`src/rtl/nand_ecc_pkg.sv`:
```
`default_nettype none
// ============================================================================
// Module      : nand_ecc_pkg
// Description : Shared constants, FSM state encoding and helpers for the
//               NAND ECC path (hamming_ecc_gen, hamming_xor, spare-area
//               writer).
// Contents    : ECC_W / BLOCK_BYTES / ECC_BYTES sizing, ecc_state_e,
//               MODE_WRITE / MODE_READ, col_mask() column-parity helper.
// Revision    : 1.0 - initial release
// ============================================================================
package nand_ecc_pkg;

  localparam int BLOCK_BYTES = 512;
  localparam int ECC_BYTES   = 3;
  localparam int BYTE_IDX_W  = $clog2(BLOCK_BYTES);
  localparam int ADDR_W      = BYTE_IDX_W + 3;
  localparam int ECC_W       = 2 * ADDR_W;

  localparam logic MODE_WRITE = 1'b0;
  localparam logic MODE_READ  = 1'b1;

  typedef enum logic [1:0] {
    ST_IDLE = 2'd0,
    ST_DATA = 2'd1,
    ST_ECC  = 2'd2,
    ST_DONE = 2'd3
  } ecc_state_e;

  // Mask of the bit positions j (0..7) within a byte whose bit-address
  // bit k is set; used for the three column-parity pairs.
  function automatic logic [7:0] col_mask(input int k);
    logic [7:0] m;
    m = '0;
    for (int j = 0; j < 8; j++) begin
      m[j] = 1'(((j >> k) & 1) != 0);
    end
    return m;
  endfunction

endpackage : nand_ecc_pkg
`default_nettype wire

```
`src/rtl/hamming_byte_par.sv`:
```
`default_nettype none
// ============================================================================
// Module      : hamming_byte_par
// Description : Combinational per-byte contribution to the sector Hamming
//               ECC. XOR-ing the contributions of every byte of the sector
//               yields the full ECC.
// Ports       : din          in  8      data byte
//               byte_idx     in  IDX_W  index of the byte within the sector
//               ecc_contrib  out ECC_W  contribution of this byte
// Revision    : 1.0 - initial release
// ============================================================================
module hamming_byte_par #(
  parameter  int BLOCK_BYTES = nand_ecc_pkg::BLOCK_BYTES,
  localparam int IDX_W       = $clog2(BLOCK_BYTES),
  localparam int ECC_W       = 2 * (IDX_W + 3)
) (
  input  logic [7:0]       din,
  input  logic [IDX_W-1:0] byte_idx,
  output logic [ECC_W-1:0] ecc_contrib
);
  import nand_ecc_pkg::*;

  logic byte_par;
  assign byte_par = ^din;

  // Column pairs: address bits 0..2 select bits inside the byte.
  for (genvar k = 0; k < 3; k++) begin : g_col
    localparam logic [7:0] MASK = col_mask(k);
    assign ecc_contrib[2*k+1] = ^(din & MASK);
    assign ecc_contrib[2*k]   = ^(din & ~MASK);
  end

  // Line pairs: address bits 3.. come from the byte index, so the whole
  // byte parity lands in either the odd or the even bit of the pair.
  for (genvar k = 3; k < IDX_W + 3; k++) begin : g_line
    assign ecc_contrib[2*k+1] = byte_par &  byte_idx[k-3];
    assign ecc_contrib[2*k]   = byte_par & ~byte_idx[k-3];
  end

endmodule : hamming_byte_par
`default_nettype wire

```
`src/rtl/hamming_ecc_gen.sv`:
```
`default_nettype none
// ============================================================================
// Module      : hamming_ecc_gen
// Description : Streams a NAND sector byte-wise and accumulates its Hamming
//               ECC. In read mode the stored ECC bytes that follow the sector
//               are absorbed (little-endian) and computed^stored is emitted
//               for the downstream hamming_xor classifier.
// Ports       : clk            in   1      clock, posedge
//               rst            in   1      synchronous active-high reset
//               start          in   1      pulse: abort/clear, sample mode_rd
//               mode_rd        in   1      1 = read (compare), 0 = write
//               din            in   8      data byte / stored ECC byte
//               din_valid      in   1      byte strobe (DATA/ECC states)
//               busy           out  1      in DATA or ECC state
//               ecc_out        out  ECC_W  computed ECC, held
//               ecc_valid      out  1      pulse, ecc_out just updated
//               hamming_result out  ECC_W  computed ^ stored, held
//               hamming_en     out  1      pulse, hamming_result just updated
// Config      : HAMMING_ERASED_SKIP_EN - when defined, a read where every
//               accepted byte is 8'hFF reports hamming_result = 0.
// Revision    : 1.0 - initial release
// ============================================================================
module hamming_ecc_gen #(
  parameter  int BLOCK_BYTES = nand_ecc_pkg::BLOCK_BYTES,
  parameter  int ECC_BYTES   = nand_ecc_pkg::ECC_BYTES,
  localparam int IDX_W       = $clog2(BLOCK_BYTES),
  localparam int ECC_W       = 2 * (IDX_W + 3)
) (
  input  logic             clk,
  input  logic             rst,
  input  logic             start,
  input  logic             mode_rd,
  input  logic [7:0]       din,
  input  logic             din_valid,
  output logic             busy,
  output logic [ECC_W-1:0] ecc_out,
  output logic             ecc_valid,
  output logic [ECC_W-1:0] hamming_result,
  output logic             hamming_en
);
  import nand_ecc_pkg::*;

  localparam int STORE_W = 8 * ECC_BYTES;
  localparam int ECNT_W  = (ECC_BYTES > 1) ? $clog2(ECC_BYTES) : 1;
  localparam logic [IDX_W-1:0]  LAST_BYTE = IDX_W'(BLOCK_BYTES - 1);
  localparam logic [ECNT_W-1:0] LAST_ECC  = ECNT_W'(ECC_BYTES - 1);

  ecc_state_e          state_q,     state_d;
  logic                mode_q,      mode_d;
  logic [IDX_W-1:0]    byte_cnt_q,  byte_cnt_d;
  logic [ECNT_W-1:0]   ecc_cnt_q,   ecc_cnt_d;
  logic [ECC_W-1:0]    acc_q,       acc_d;
  logic [STORE_W-1:0]  stored_q,    stored_d;
  logic [ECC_W-1:0]    ecc_out_q,   ecc_out_d;
  logic                ecc_valid_q, ecc_valid_d;
  logic [ECC_W-1:0]    ham_res_q,   ham_res_d;
  logic                ham_en_q,    ham_en_d;
`ifdef HAMMING_ERASED_SKIP_EN
  logic                erased_q,    erased_d;
`endif

  logic [ECC_W-1:0]    byte_contrib;
  logic [ECC_W-1:0]    acc_next;

  hamming_byte_par #(
    .BLOCK_BYTES (BLOCK_BYTES)
  ) u_byte_par (
    .din         (din),
    .byte_idx    (byte_cnt_q),
    .ecc_contrib (byte_contrib)
  );

  assign acc_next = acc_q ^ byte_contrib;

  always_comb begin
    state_d     = state_q;
    mode_d      = mode_q;
    byte_cnt_d  = byte_cnt_q;
    ecc_cnt_d   = ecc_cnt_q;
    acc_d       = acc_q;
    stored_d    = stored_q;
    ecc_out_d   = ecc_out_q;
    ecc_valid_d = 1'b0;
    ham_res_d   = ham_res_q;
    ham_en_d    = 1'b0;
`ifdef HAMMING_ERASED_SKIP_EN
    erased_d    = erased_q;
`endif

    if (start) begin
      // Abort whatever is in flight; the byte offered this cycle is dropped.
      state_d    = ST_DATA;
      mode_d     = mode_rd;
      byte_cnt_d = '0;
      ecc_cnt_d  = '0;
      acc_d      = '0;
      stored_d   = '0;
`ifdef HAMMING_ERASED_SKIP_EN
      erased_d   = 1'b1;
`endif
    end else begin
      case (state_q)
        ST_DATA: begin
          if (din_valid) begin
            acc_d = acc_next;
`ifdef HAMMING_ERASED_SKIP_EN
            erased_d = erased_q && (din == 8'hFF);
`endif
            // Terminal count is explicit so the counter never wraps.
            if (byte_cnt_q == LAST_BYTE) begin
              ecc_out_d   = acc_next;
              ecc_valid_d = 1'b1;
              state_d     = (mode_q == MODE_READ) ? ST_ECC : ST_DONE;
            end else begin
              byte_cnt_d = byte_cnt_q + 1'b1;
            end
          end
        end

        ST_ECC: begin
          if (din_valid) begin
            for (int b = 0; b < ECC_BYTES; b++) begin
              if (ecc_cnt_q == ECNT_W'(b)) begin
                stored_d[8*b +: 8] = din;
              end
            end
`ifdef HAMMING_ERASED_SKIP_EN
            erased_d = erased_q && (din == 8'hFF);
`endif
            if (ecc_cnt_q == LAST_ECC) begin
`ifdef HAMMING_ERASED_SKIP_EN
              ham_res_d = erased_d ? '0 : (ecc_out_q ^ stored_d[ECC_W-1:0]);
`else
              ham_res_d = ecc_out_q ^ stored_d[ECC_W-1:0];
`endif
              ham_en_d  = 1'b1;
              state_d   = ST_DONE;
            end else begin
              ecc_cnt_d = ecc_cnt_q + 1'b1;
            end
          end
        end

        default: begin
        end
      endcase
    end
  end

  always_ff @(posedge clk) begin
    if (rst) begin
      state_q     <= ST_IDLE;
      mode_q      <= MODE_WRITE;
      byte_cnt_q  <= '0;
      ecc_cnt_q   <= '0;
      acc_q       <= '0;
      stored_q    <= '0;
      ecc_out_q   <= '0;
      ecc_valid_q <= 1'b0;
      ham_res_q   <= '0;
      ham_en_q    <= 1'b0;
`ifdef HAMMING_ERASED_SKIP_EN
      erased_q    <= 1'b0;
`endif
    end else begin
      state_q     <= state_d;
      mode_q      <= mode_d;
      byte_cnt_q  <= byte_cnt_d;
      ecc_cnt_q   <= ecc_cnt_d;
      acc_q       <= acc_d;
      stored_q    <= stored_d;
      ecc_out_q   <= ecc_out_d;
      ecc_valid_q <= ecc_valid_d;
      ham_res_q   <= ham_res_d;
      ham_en_q    <= ham_en_d;
`ifdef HAMMING_ERASED_SKIP_EN
      erased_q    <= erased_d;
`endif
    end
  end

  assign busy           = (state_q == ST_DATA) || (state_q == ST_ECC);
  assign ecc_out        = ecc_out_q;
  assign ecc_valid      = ecc_valid_q;
  assign hamming_result = ham_res_q;
  assign hamming_en     = ham_en_q;

endmodule : hamming_ecc_gen
`default_nettype wire

```
`config.mk`:
```
export PLATFORM = sky130hd
export DESIGN_NAME = hamming_ecc_gen
export DESIGN_NICKNAME = d
export VERILOG_FILES = /design/src/rtl/nand_ecc_pkg.sv /design/src/rtl/hamming_byte_par.sv /design/src/rtl/hamming_ecc_gen.sv
export SDC_FILE = /design/constraint.sdc
export NUM_CORES = 1
export LEC_CHECK = 0
export ABC_AREA = 0
export BUFFER_PORTS_ARGS = -buffer_cell sky130_fd_sc_hd__buf_4
export CORE_ASPECT_RATIO = 0.7
export CORE_MARGIN = 2
export CORE_UTILIZATION = 45
export CTS_CLUSTER_DIAMETER = 150
export DETAILED_ROUTE_END_ITERATION = 16
export GPL_ROUTABILITY_DRIVEN = 0
export SLEW_MARGIN = 20
export SYNTH_ARGS = -nofsm -noshare
export SYNTH_HDL_FRONTEND = slang
export SYNTH_HIERARCHICAL = 1
export SYNTH_SLANG_ARGS = --single-unit
```
`constraint.sdc`:
```
create_clock -name clk -period 1.97 [get_ports clk]
set_input_delay 0.394 -clock clk [delete_from_list [all_inputs] [get_ports clk]]
set_output_delay 0.394 -clock clk [all_outputs]
set_load 0.01 [all_outputs]
```
; ---- Yosys cells after proc, flatten, opt, wreduce, memory -nomap -nowiden
; Cells that the tools add are included.
[totals]
register_bits = 112
latchBits = 0
ramBits = 0
rom_bits = 0
inputBits = 13
output_inout_bits = 51
wordCells = 104
n_memories = 0
[classes]
n_addsub = 2
n_mul = 0
div_mod_pow = 0
order_cmp = 0
n_eq_ne = 13
shifts = 0
mux = 21
n_bitwise = 35
reduce_logical = 22
[op_table]
columns = op, count
row1 = two-way mux 8 bit, 12
row2 = parity 8 bit, 7
row3 = XOR 24 bit, 2
row4 = AND 1 bit, 18
row5 = NOT 1 bit, 15
row6 = "inequality test 3 bit, second input constant", 4
row7 = AND reduction 5 bit, 2
row8 = "adder 9 x 1 -> 9 bit, second input constant", 1
row9 = "== test 9 bit, second input constant", 1
row10 = two-way mux 2 bit, 4
row11 = "inequality test 2 bit, second input constant", 4
row12 = AND reduction 4 bit, 2
row13 = OR reduction 4 bit, 2
row14 = AND reduction 3 bit, 2
row15 = "== test 2 x 1 -> 1 bit, second input constant", 2
row16 = "== test 2 bit, second input constant", 2
row17 = two-way mux 1 bit, 4
row18 = case mux 2 bit (2 select lines), 1
row19 = AND reduction 2 bit, 2
row20 = nonzero test 3 bit, 1
row21 = "adder 2 x 1 -> 2 bit, second input constant", 1
row22 = zero test 2 bit, 1
row23 = nonzero test 2 bit, 1
row24 = OR reduction 2 bit, 1
row25 = logical OR 1 bit, 1

; ---- Longest topological paths before layout
; Gate-level depths: netlist (run 1).
[depth]
depth_word = 6
ltp_mapped = 8
depth_no_buf = 7

; ---- Cells and area by module
; The synthesis (run 1) kept the hierarchy.
[modules_own_cells]
columns = mod, n_inst, cells_per_inst, area_each_um2, seq_area_each_um2
row1 = hamming_ecc_gen, 1, 448, 4420.5, 2082.0
row2 = hamming_byte_par, 1, 35, 264.0, 0.0

; ---- Worst setup path before layout (run 1)
; Ideal clock, no wire load.
[synth_timing]
path_type = reg2reg
startpoint = register byte_cnt_q[0]
endpoint = register byte_cnt_q[6]
setup_time_ps = 70
arrival_ps = 1697
required_ps = 1900
slack_ps = 203
stages_incl_launch_ff = 9
n_path_buf = 1
period_less_slack_ps = 1767
cell_sequence = dfxtp_1 > ha_1 > nand3_1 > nor2_1 > ha_1 > nand3b_4 > buf_6 > or4_1 > a21oi_1
[synth_via]
elab_chain_cells = 3
elab_cells_between_ends = 4
classes_between = add/sub (1) / eq/ne (1) / bitwise (1) / reduce/logical (1)
[synth_rtl]
columns = element, line
row1 = start: declaration, hamming_ecc_gen.sv:50  ; logic [IDX_W-1:0] byte_cnt_q, byte_cnt_d;
row2 = start signal: assignment, hamming_ecc_gen.sv:168  ; byte_cnt_q <= byte_cnt_d;
row3 = branches (longest 3 deep; another with adder 9 x 1 -> 9 bit), --
; Parallel ways; which one is timed is not known.
; A chain may end at the register's enable or synchronous reset.

; ---- Worst setup path in the final report (run 1)
[layout_timing]
startpoint = input port din[2]
endpoint = register ecc_out_q[8], in the netlist ecc_out[8]
[layout_via]
elab_chain_cells = 3
[layout_rtl]
columns = element, line
row1 = start: declaration, hamming_ecc_gen.sv:33  ; input logic [7:0] din,
row2 = parity 8 bit, hamming_byte_par.sv:24  ; assign byte_par = ^din;
row3 = AND 1 bit, hamming_byte_par.sv:37  ; assign ecc_contrib[2*k] = byte_par & ~byte_idx[k-3];
row4 = named net byte_contrib[8], hamming_ecc_gen.sv:62  ; logic [ECC_W-1:0] byte_contrib;
row5 = XOR 24 bit, hamming_ecc_gen.sv:73  ; assign acc_next = acc_q ^ byte_contrib;
row6 = end signal: assignment, hamming_ecc_gen.sv:172  ; ecc_out_q <= ecc_out_d;
row7 = end: declaration, hamming_ecc_gen.sv:54  ; logic [ECC_W-1:0] ecc_out_q, ecc_out_d;
; The timed path passes the listed nets, and every way through them passes these cells.

==> results of run 1 <==
## flip-flops by register name, indices dropped and copies added (netlist names)
signal	count
byte_cnt_q	9
stored_q	16
ecc_cnt_q	2
state_q	2
hamming_result	24
ecc_out	24
ecc_valid	1
hamming_en	1
mode_q	1
acc_q	24
## how the worst max path moves through the flow
stage                               start                    endpoint  slack, ps  depth (start not counted)
6_report                           din[2]     ecc_out[8]$_SDFFE_PP0P_        130                          8
2_1_floorplan  byte_cnt_q[0]$_SDFFE_PP0P_  byte_cnt_q[6]$_SDFFE_PP0P_        200                          8
5_1_grt        byte_cnt_q[0]$_SDFFE_PP0P_    ecc_out[17]$_SDFFE_PP0P_         -6                          8
3_5_place_dp                       din[2]    ecc_out[20]$_SDFFE_PP0P_       -180                          8
3_3_place_gp                       din[2]    ecc_out[18]$_SDFFE_PP0P_       -120                          8
4_1_cts        byte_cnt_q[0]$_SDFFE_PP0P_    ecc_out[17]$_SDFFE_PP0P_         50                          8
## Yosys cell counts, drive strengths merged
library cell	count
inv	7
a22o	24
nand3	30
nand4b	1
o21ai	2
o31ai	3
nand2	7
and2	10
or2	1
o2111ai	1
nand3b	2
or4	3
clkbuf	11
nand2b	3
xnor2	54
and3b	1
a311oi	1
or3	2
dfxtp	104
nor3	2
nand4	1
xor2	37
mux2i	17
ha	7
buf	22
and4b	1
nor2	79
a211oi	40
a31oi	1
a21oi	9
## layer usage
| layer | vias up | wire length, um | global-route usage |
|---|---|---|---|
| li1 | 1807 | - | - |
| met1 | 1722 | 5660 | 0.280 |
| met2 | 60 | 5110 | 0.333 |
| met3 | 15 | 449 | 0.0449 |
| met4 | 0 | 151 | 0.0679 |
| met5 | - | 0 | 0 |
## through the flow
stage                     utilization  worst slack, ps  area, um^2
final                           0.559              125        5730
after global routing            0.559            -6.01        5730
after CTS                       0.557             47.5        5700
after detailed placement        0.529             -180        5410
after global placement          0.529             -121        5410
after floorplan                     -              203        4680
## kinds of logic after synthesis
kind of cell / after synthesis / synth area share
flops: 104 / 0.444
simple gates: 143 / 0.146
fa+ha+maj: 7 / 0.0187
compound gates: 81 / 0.134
mux: 17 / 0.0363
xor+xnor: 91 / 0.177
buf+inv: 40 / 0.0446
## worst max-delay path: stages
cell and delay, ps:
buf_4 120, xnor2_1 260, xnor2_2 160, buf_4 170, xor2_2 470, nor2_1 130, xnor2_1 150, a211oi_1 240
## report_power, final
group | switching [mW] | internal [mW]
registers | 0.0124 | 2.12
clock network | 0.769 | 1.01
logic | 0.356 | 0.244
total | 1.14 | 3.37
## final cells by class
type / instances / area, um^2
multi-input cells: 339 / 2420
repair buffers: 96 / 746
flip-flops and latches: 104 / 2080
inverters: 7 / 26.3
fillers: 930 / 4510
clock inverters: 4 / 45.0
well taps: 132 / 165
clock buffers: 11 / 243
==> impl_metrics.csv, run 1 <==
group,metric,value,unit
outcome,outcome,"finished, final reports clean",
sta,slew_headroom,0.570,
layout,final_common_cell,"dfxtp_1",
die,die-height,89.4,um
layout,layout_common_cells,"103 x dfxtp_1, 94 x buf_4, 78 x nor2_1",
clock_network,clk_pin_slew,60,ps
flow_run,maxCapViolCount,0,
synth,syn_nets,503,
sta,fmax,542,MHz
detailed_routing,remaining_drc_errors,0,
place,io_buffers,63,
global_routing,antenna_found_initial,0,
layout,area_growth,22.3,%
clock_network,ctsHoldBuffers,0,
synth,ys_types,37,
sta,period_needed,1840,ps
clock_network,clk_latency,350,ps
global_routing,overflow,0,
clock_network,post_cts_resized,0,
critical_path,worstReg2RegEnd,"ecc_out[8]$_SDFFE_PP0P_",
critical_path,cp.required,2220,ps
die,io_pins,64,
clock_network,root_buffer,"clkbuf_16",
synth,avgSynthCellArea,9.70,um^2
place,dp_cells,678,
layout,antennaDiodeCount,0,
detailed_routing,vias,3604,
die,core_area,10200,um^2
global_routing,grt_max_degree,33,
critical_path,critPathCaptureType,"register",
clock_network,htreeDepth,3,
die,start_util,0.457,
detailed_routing,ant_nets,0,
clock_network,cts_buffers,9,
die,die_w,126,um
clock_network,post_cts_buffers,0,
power,power_density,787,nW/um^2
sta,tightest_slew,645,ps
hold_path,hold_end,"ecc_valid$_SDFF_PP0_",
die,row_count,31,
detailed_routing,drt-initial-drc-count,172,
place,dpl.hpwl,8220,um
sta,final-hold-violation-count,0,
critical_path,crit_fanout,9,
detailed_routing,wl_per_cell,16.4,um
critical_path,reg2reg_depth,8,
critical_path,cp.arrival,2100,ps
synth,synth_area_leaders,"dfxtp_1 44%, xnor2_1 9.5%, xor2_1 6.7%",
sta,finalSetupViolations,0,
hold_path,whs_path_depth,2,
sta,final.setup_skew,6.65,ps
hold_path,min_from,"start",
clock_network,clkSinkCount,104,
detailed_routing,via_per_inst,5.20,
synth,netlist_instances,483,
clock_network,ctsLongestPathBuffers,2,
critical_path,critPathKind,"primary input to register",
sta,drv_slew,0,
hold_path,hold_path.class,"primary input to register",
synth,synth.cell_area,4680,um^2
critical_path,timing.rr.start,"byte_cnt_q[0]$_SDFFE_PP0P_",
global_routing,grt_pass1_vias,3420,
sta,fin_crit_sh,0.936,
critical_path,startpoint_type,"primary input",
global_routing,grt_usage,0.207,
synth,synth_top_area_frac,0.444,
critical_path,timing.reg2reg.setup_slack,150,ps
sta,fin_hold_ws,254,ps
detailed_routing,dr.pass1.iters,4,
synth,ys_seq_area_frac,0.444,
synth,yosys_warnings,6,
sta,fin_tns_setup,0,ps
layout,drive_above_1_share,0.226,
synth,ys_ff_latch,104,
sta,rsz0062_at_grt,"true",
layout,nets,577,
global_routing,grt_pass1_wl,18000,um
power,finalPower,4.51,mW
clock_network,cts_tree,"built",
die,design.die.area,11300,um^2
power,p_leak,2.21,nW
synth,yosysTopAreaCell,"dfxtp_1",
detailed_routing,routed_wl,11400,um
power,peakVddDrop,0.515,mV
layout,fin_cells,693,
(Power assumes the default switching activity.)
==> inputs of run 2 (changes only) <==
PLACE_DENSITY = 0.72   (was default)
==> run 2 against run 1 <==
Total power rose by 0.76%. Global-route usage grew 0.37 points. First-iteration DRC count is 15% higher. Combinational power hardly changed. Utilization fell by 0.13 points. Routed wire length increased by 3.9%. Non-clock buffer count fell by 3. Die area is the same. Hold slack better by 22 ps. Critical endpoint is now byte_cnt_q[5]$_SDFFE_PP0P_. Largest cell class unchanged.
==> impl_metrics.csv, run 2 (synthesis gave the netlist of run 1 again) <==
group,metric,value,unit
die,io_pins,64,
critical_path,crit_fanout,12,
critical_path,cp.required,2250,ps
global_routing,grt_usage,0.210,
place,io_buffers,63,
detailed_routing,ant_nets,0,
critical_path,cp.arrival,2170,ps
global_routing,grt_pass1_wl,18200,um
sta,fin_tns_setup,0,ps
sta,final-hold-violation-count,0,
global_routing,antenna_found_initial,0,
clock_network,ctsLongestPathBuffers,2,
layout,layout_common_cells,"103 x dfxtp_1, 90 x buf_4, 78 x nor2_1",
detailed_routing,drt-initial-drc-count,198,
layout,final_common_cell,"dfxtp_1",
sta,tightest_slew,522,ps
clock_network,cts_buffers,9,
die,start_util,0.457,
sta,period_needed,1890,ps
layout,antennaDiodeCount,0,
die,design.die.area,11300,um^2
critical_path,critPathCapture,"byte_cnt_q[5]$_SDFFE_PP0P_",
die,die_w,126,um
critical_path,critPathKind,"register to register",
sta,fmax,528,MHz
critical_path,slowest_delay,520,ps
layout,final_area,5710,um^2
sta,slew_headroom,0.651,
critical_path,timing.rr.start,"byte_cnt_q[0]$_SDFFE_PP0P_",
clock_network,clk_latency,350,ps
global_routing,overflow,0,
clock_network,htreeDepth,3,
layout,nets,574,
clock_network,clkSinkCount,104,
power,peakVddDrop,0.457,mV
layout,fill_cells,911,
detailed_routing,dr.pass1.iters,5,
global_routing,grt_max_degree,53,
detailed_routing,routed_wl,11800,um
clock_network,cts_tree,"built",
sta,fin_hold_ws,276,ps
critical_path,crit_start,"byte_cnt_q[0]$_SDFFE_PP0P_",
flow_run,maxCapViolCount,0,
sta,fin_ws,75.1,ps
layout,fin_cells,691,
outcome,outcome,"finished, final reports clean",
place,place_area,5380,um^2
critical_path,startpoint_type,"register",
hold_path,hold_path.class,"primary input to register",
detailed_routing,remaining_drc_errors,0,
layout,fin_util,0.558,
place,place_ws,-127,ps
detailed_routing,wl_per_cell,17.1,um
global_routing,grt_pass1_vias,3523,
sta,fin_crit_sh,0.962,
layout,drive_above_1_share,0.216,
clock_network,clk_pin_slew,70,ps
sta,final.setup_skew,6.51,ps
die,row_count,31,
detailed_routing,via_per_inst,5.41,
clock_network,root_buffer,"clkbuf_16",
place,dp_cells,673,
place,dpl.hpwl,7840,um
sta,drv_slew,0,
power,power_density,795,nW/um^2
critical_path,reg2reg_depth,7,
sta,finalSetupViolations,0,
critical_path,crit_chain,"ha_1 -> nand3_1 -> nor2_1 -> ha_2 -> nand3b_4 -> or4_1 -> a21oi_1",
detailed_routing,vias,3737,
die,core_area,10200,um^2
die,die-height,89.4,um
power,finalPower,4.54,mW
critical_path,timing.reg2reg.setup_slack,80,ps
power,p_leak,2.20,nW
critical_path,critPathCaptureType,"register",
critical_path,worstReg2RegEnd,"byte_cnt_q[5]$_SDFFE_PP0P_",
critical_path,critPathSlowestCell,"or4_1",
layout,area_growth,22.0,%
## run 2: metal layers
metal,GRT usage,part of all wire,up-vias
li1,-,-,1808
met1,0.268,0.45,1793
met2,0.352,0.47,113
met3,0.0604,0.057,23
met4,0.0639,0.017,0
met5,0,0,-
## run 2: layout make-up
type | instances | area [um^2] | area share
Clock inverter | 6 | 67.6 | 0.0118
Multi-Input combinational cell | 339 | 2400 | 0.420
Sequential cell | 104 | 2080 | 0.365
Clock buffer | 10 | 229 | 0.0401
Inverter | 7 | 26.3 | 0.00460
Tap cell | 132 | 165 | 0.0289
Timing Repair Buffer | 93 | 741 | 0.130
## run 2: worst max-delay path, delay by kind of cell, from the launching register on
kind | cells | cell delay [ps]
AOI/OAI and AO/OA | 1 | 160
and+or+nand+nor | 4 | 920
adders and majority gates | 2 | 420
DFF | 1 | 320
## run 2: power by group
| group | internal (mW) | leakage [nW] | switching (mW) |
|---|---|---|---|
| Sequential | 2.12 | 0.839 | 0.0132 |
| Clock | 0.993 | 0.139 | 0.819 |
| Combinational | 0.245 | 1.22 | 0.354 |
| Total | 3.36 | 2.20 | 1.19 |
## run 2: what timing repair did
| item | in CTS | in global routing |
|---|---|---|
| setup buffers | 0 | 1 |
| hold endpoints to repair | 0 | 0 |
| resized for setup | 0 | 4 |
| endpoints found under the setup margin | 0 | 26 |
| hold buffers | 0 | 0 |
## run 2: worst min-delay path by stage
stage | cells past startpoint | from | slack (ps) | to
2_1_floorplan | 2 | state_q[1]$_SDFFE_PP0P_ | 450 | state_q[1]$_SDFFE_PP0P_
3_3_place_gp | 1 | hamming_result[2]$_SDFFE_PP0P_ | 460 | hamming_result[2]$_SDFFE_PP0P_
3_5_place_dp | 1 | hamming_result[7]$_SDFFE_PP0P_ | 470 | hamming_result[7]$_SDFFE_PP0P_
4_1_cts | 2 | start | 270 | ecc_valid$_SDFF_PP0_
5_1_grt | 2 | start | 270 | ecc_valid$_SDFF_PP0_
6_report | 2 | start | 280 | ecc_valid$_SDFF_PP0_
==> inputs of run 3 (changes only) <==
SYNTH_HIERARCHICAL = default   (was 1)
==> run 3 against run 2 <==
Total power is 1.8% higher. Die area is 5.1% higher. Utilization is 1.3 points higher. Combinational power is 3.5% higher. Sequential share of layout area is 1.8 points lower. Clock skew hardly changed. Count of clock-buffer cells in the layout is 1 lower. Register-to-register slack better by 50 ps.
==> impl_metrics.csv, run 3 <==
group,metric,value,unit
power,peakVddDrop,0.456,mV
place,io_buffers,63,
synth,yosysTopAreaCell,"dfxtp_1",
sta,finalSetupViolations,0,
detailed_routing,remaining_drc_errors,0,
detailed_routing,wl_per_cell,15.8,um
die,io_pins,64,
sta,tightest_slew,536,ps
sta,period_needed,1840,ps
critical_path,critPathKind,"register to register",
synth,ys_seq_area_frac,0.422,
detailed_routing,dr.pass1.iters,4,
critical_path,cp.required,2210,ps
flow_run,maxCapViolCount,0,
synth,synth.most_common_cell,"dfxtp_1",
layout,antennaDiodeCount,0,
die,row_count,31,
synth,async_flop_share,0,
critical_path,path_delay_family,"simple AND/OR/NAND/NOR gates",
global_routing,antenna_found_initial,0,
detailed_routing,ant_nets,0,
sta,fin_crit_sh,0.934,
clock_network,root_buffer,"clkbuf_16",
critical_path,path_buf_inv,1,
clock_network,htreeDepth,3,
global_routing,overflow,0,
clock_network,clkSinkCount,104,
detailed_routing,routed_wl,12300,um
layout,nets,649,
synth,synthTopCellsByCount,"104 x dfxtp_1, 77 x nand2_1, 44 x xnor2_1",
die,core_area,10500,um^2
detailed_routing,drt-initial-drc-count,405,
synth,yosys_warnings,0,
clock_network,clk_pin_slew,70,ps
critical_path,crit_fanout,4,
critical_path,crit_chain,"ha_1 -> nand3_1 -> nor2_2 -> ha_2 -> and3b_2 -> nand4_1 -> buf_4 -> nor3_2 -> xnor2_1 -> nor2_1",
layout,regArea,2080,um^2
die,die_w,129,um
critical_path,critPathCaptureType,"register",
outcome,outcome,"finished, final reports clean",
clock_network,cts_tree,"built",
power,power_density,769,nW/um^2
synth,ys_types,37,
sta,final-hold-violation-count,0,
global_routing,grt_usage,0.218,
critical_path,slowest_delay,310,ps
detailed_routing,vias,4230,
die,start_util,0.469,
synth,syn_nets,585,
sta,slew_headroom,0.643,
clock_network,clk_latency,350,ps
place,dpl.hpwl,9040,um
global_routing,grt_max_degree,55,
critical_path,critPathSlowestCell,"dfxtp_1",
synth,avgSynthCellArea,8.73,um^2
synth,ys_ff_latch,104,
power,p_leak,2.32,nW
synth,synth-edff-count,0,
critical_path,startpoint_type,"register",
layout,layout_common_cells,"102 x dfxtp_1, 102 x buf_4, 76 x nand2_1",
global_routing,grt_pass1_vias,3956,
place,place_ws,-36.6,ps
die,die-height,91.6,um
hold_path,hold_path.class,"primary input to register",
detailed_routing,via_per_inst,5.42,
synth,netlist_instances,565,
sta,fin_ws,129,ps
sta,final.setup_skew,6.13,ps
synth,ys.flop_type,"dfxtp_1",
synth,synth_area_leaders,"dfxtp_1 42%, xnor2_1 7.8%, nand2_1 5.9%",
synth,synth.cell_area,4930,um^2
layout,drive_above_1_share,0.216,
global_routing,grt_pass1_wl,20200,um
layout,multiInputGateArea,2540,um^2
synth,synth_top_area_frac,0.422,
clock_network,ctsLongestPathBuffers,2,
sta,fin_hold_ws,290,ps
die,design.die.area,11800,um^2
layout,area_growth,21.8,%
layout,fill_cells,917,
critical_path,cp.arrival,2080,ps
sta,fmax,543,MHz
clock_network,cts_buffers,9,
clock_network,ctsHoldBuffers,0,
sta,drv_slew,0,
## run 3: timing repair
item | in CTS | in global routing
setup buffers | 0 | 1
setup endpoints to repair | 2 | 26
pin swaps | 0 | 6
gates resized for setup | 1 | 9
## run 3: worst register-to-register path: stages, from the launching register on
cell	delay [ps]
dfxtp_1	310
ha_1	210
nand3_1	100
nor2_2	50
ha_2	180
and3b_2	250
nand4_1	100
buf_4	180
nor3_2	150
xnor2_1	150
nor2_1	60
## run 3: cell families (layout without fill, tap and decap cells)
logic type                 after synthesis  in the layout  share of synthesized area
and+or+nand+nor                        172            172                      0.162
AOI/OAI and AO/OA                      141            141                      0.178
DFF                                    104            104                      0.422
buffers and inverters                   68            136                     0.0700
xor gates and xnor gates                53             53                      0.109
muxes                                   20             20                     0.0406
adders and majority gates                7              7                     0.0178
## run 3: layout make-up
| class | count | share of cell area |
|---|---|---|
| clock buffers | 9 | 0.0375 |
| clock inverters | 6 | 0.0142 |
| inverters | 16 | 0.0100 |
| multi-input cells | 393 | 0.423 |
| flip-flops and latches | 104 | 0.347 |
| well taps | 148 | 0.0308 |
| repair buffers | 105 | 0.137 |
## run 3: report_power, final
group	total (mW)	internal (mW)	switching, mW	leakage (nW)
combinational	0.620	0.252	0.368	1.34
clock	1.87	1.10	0.771	0.147
sequential	2.13	2.12	0.0124	0.840
## run 3: worst paths after layout
path | slack [ps] | end | cells after the start | from
setup / recovery | 130 | byte_cnt_q[5]$_SDFFE_PP0P_ | 10 | byte_cnt_q[0]$_SDFFE_PP0P_
hold / removal | 290 | mode_q$_SDFFE_PP0P_ | 3 | mode_rd
setup reg to reg | 130 | byte_cnt_q[5]$_SDFFE_PP0P_ | 10 | byte_cnt_q[0]$_SDFFE_PP0P_
hold reg to reg | 450 | hamming_result[7]$_SDFFE_PP0P_ | 2 | hamming_result[7]$_SDFFE_PP0P_
## run 3: metal layers
layer | part of all wire | GRT usage
met4 | 0.020 | 0.0697
met1 | 0.48 | 0.309
met3 | 0.060 | 0.0501
met5 | 0 | 0
met2 | 0.44 | 0.326
## run 3: per-stage QoR
step,cells,util,power [mW],instance area [um^2],TNS [ps]
finish,781,0.571,4.62,6010,0
global route,781,0.571,4.79,6010,-16.5
CTS,780,0.569,4.65,5980,0
detailed placement,765,0.539,2.79,5660,-97.8
global placement,765,0.539,2.77,5660,0
floorplan,565,-,2.70,4940,0
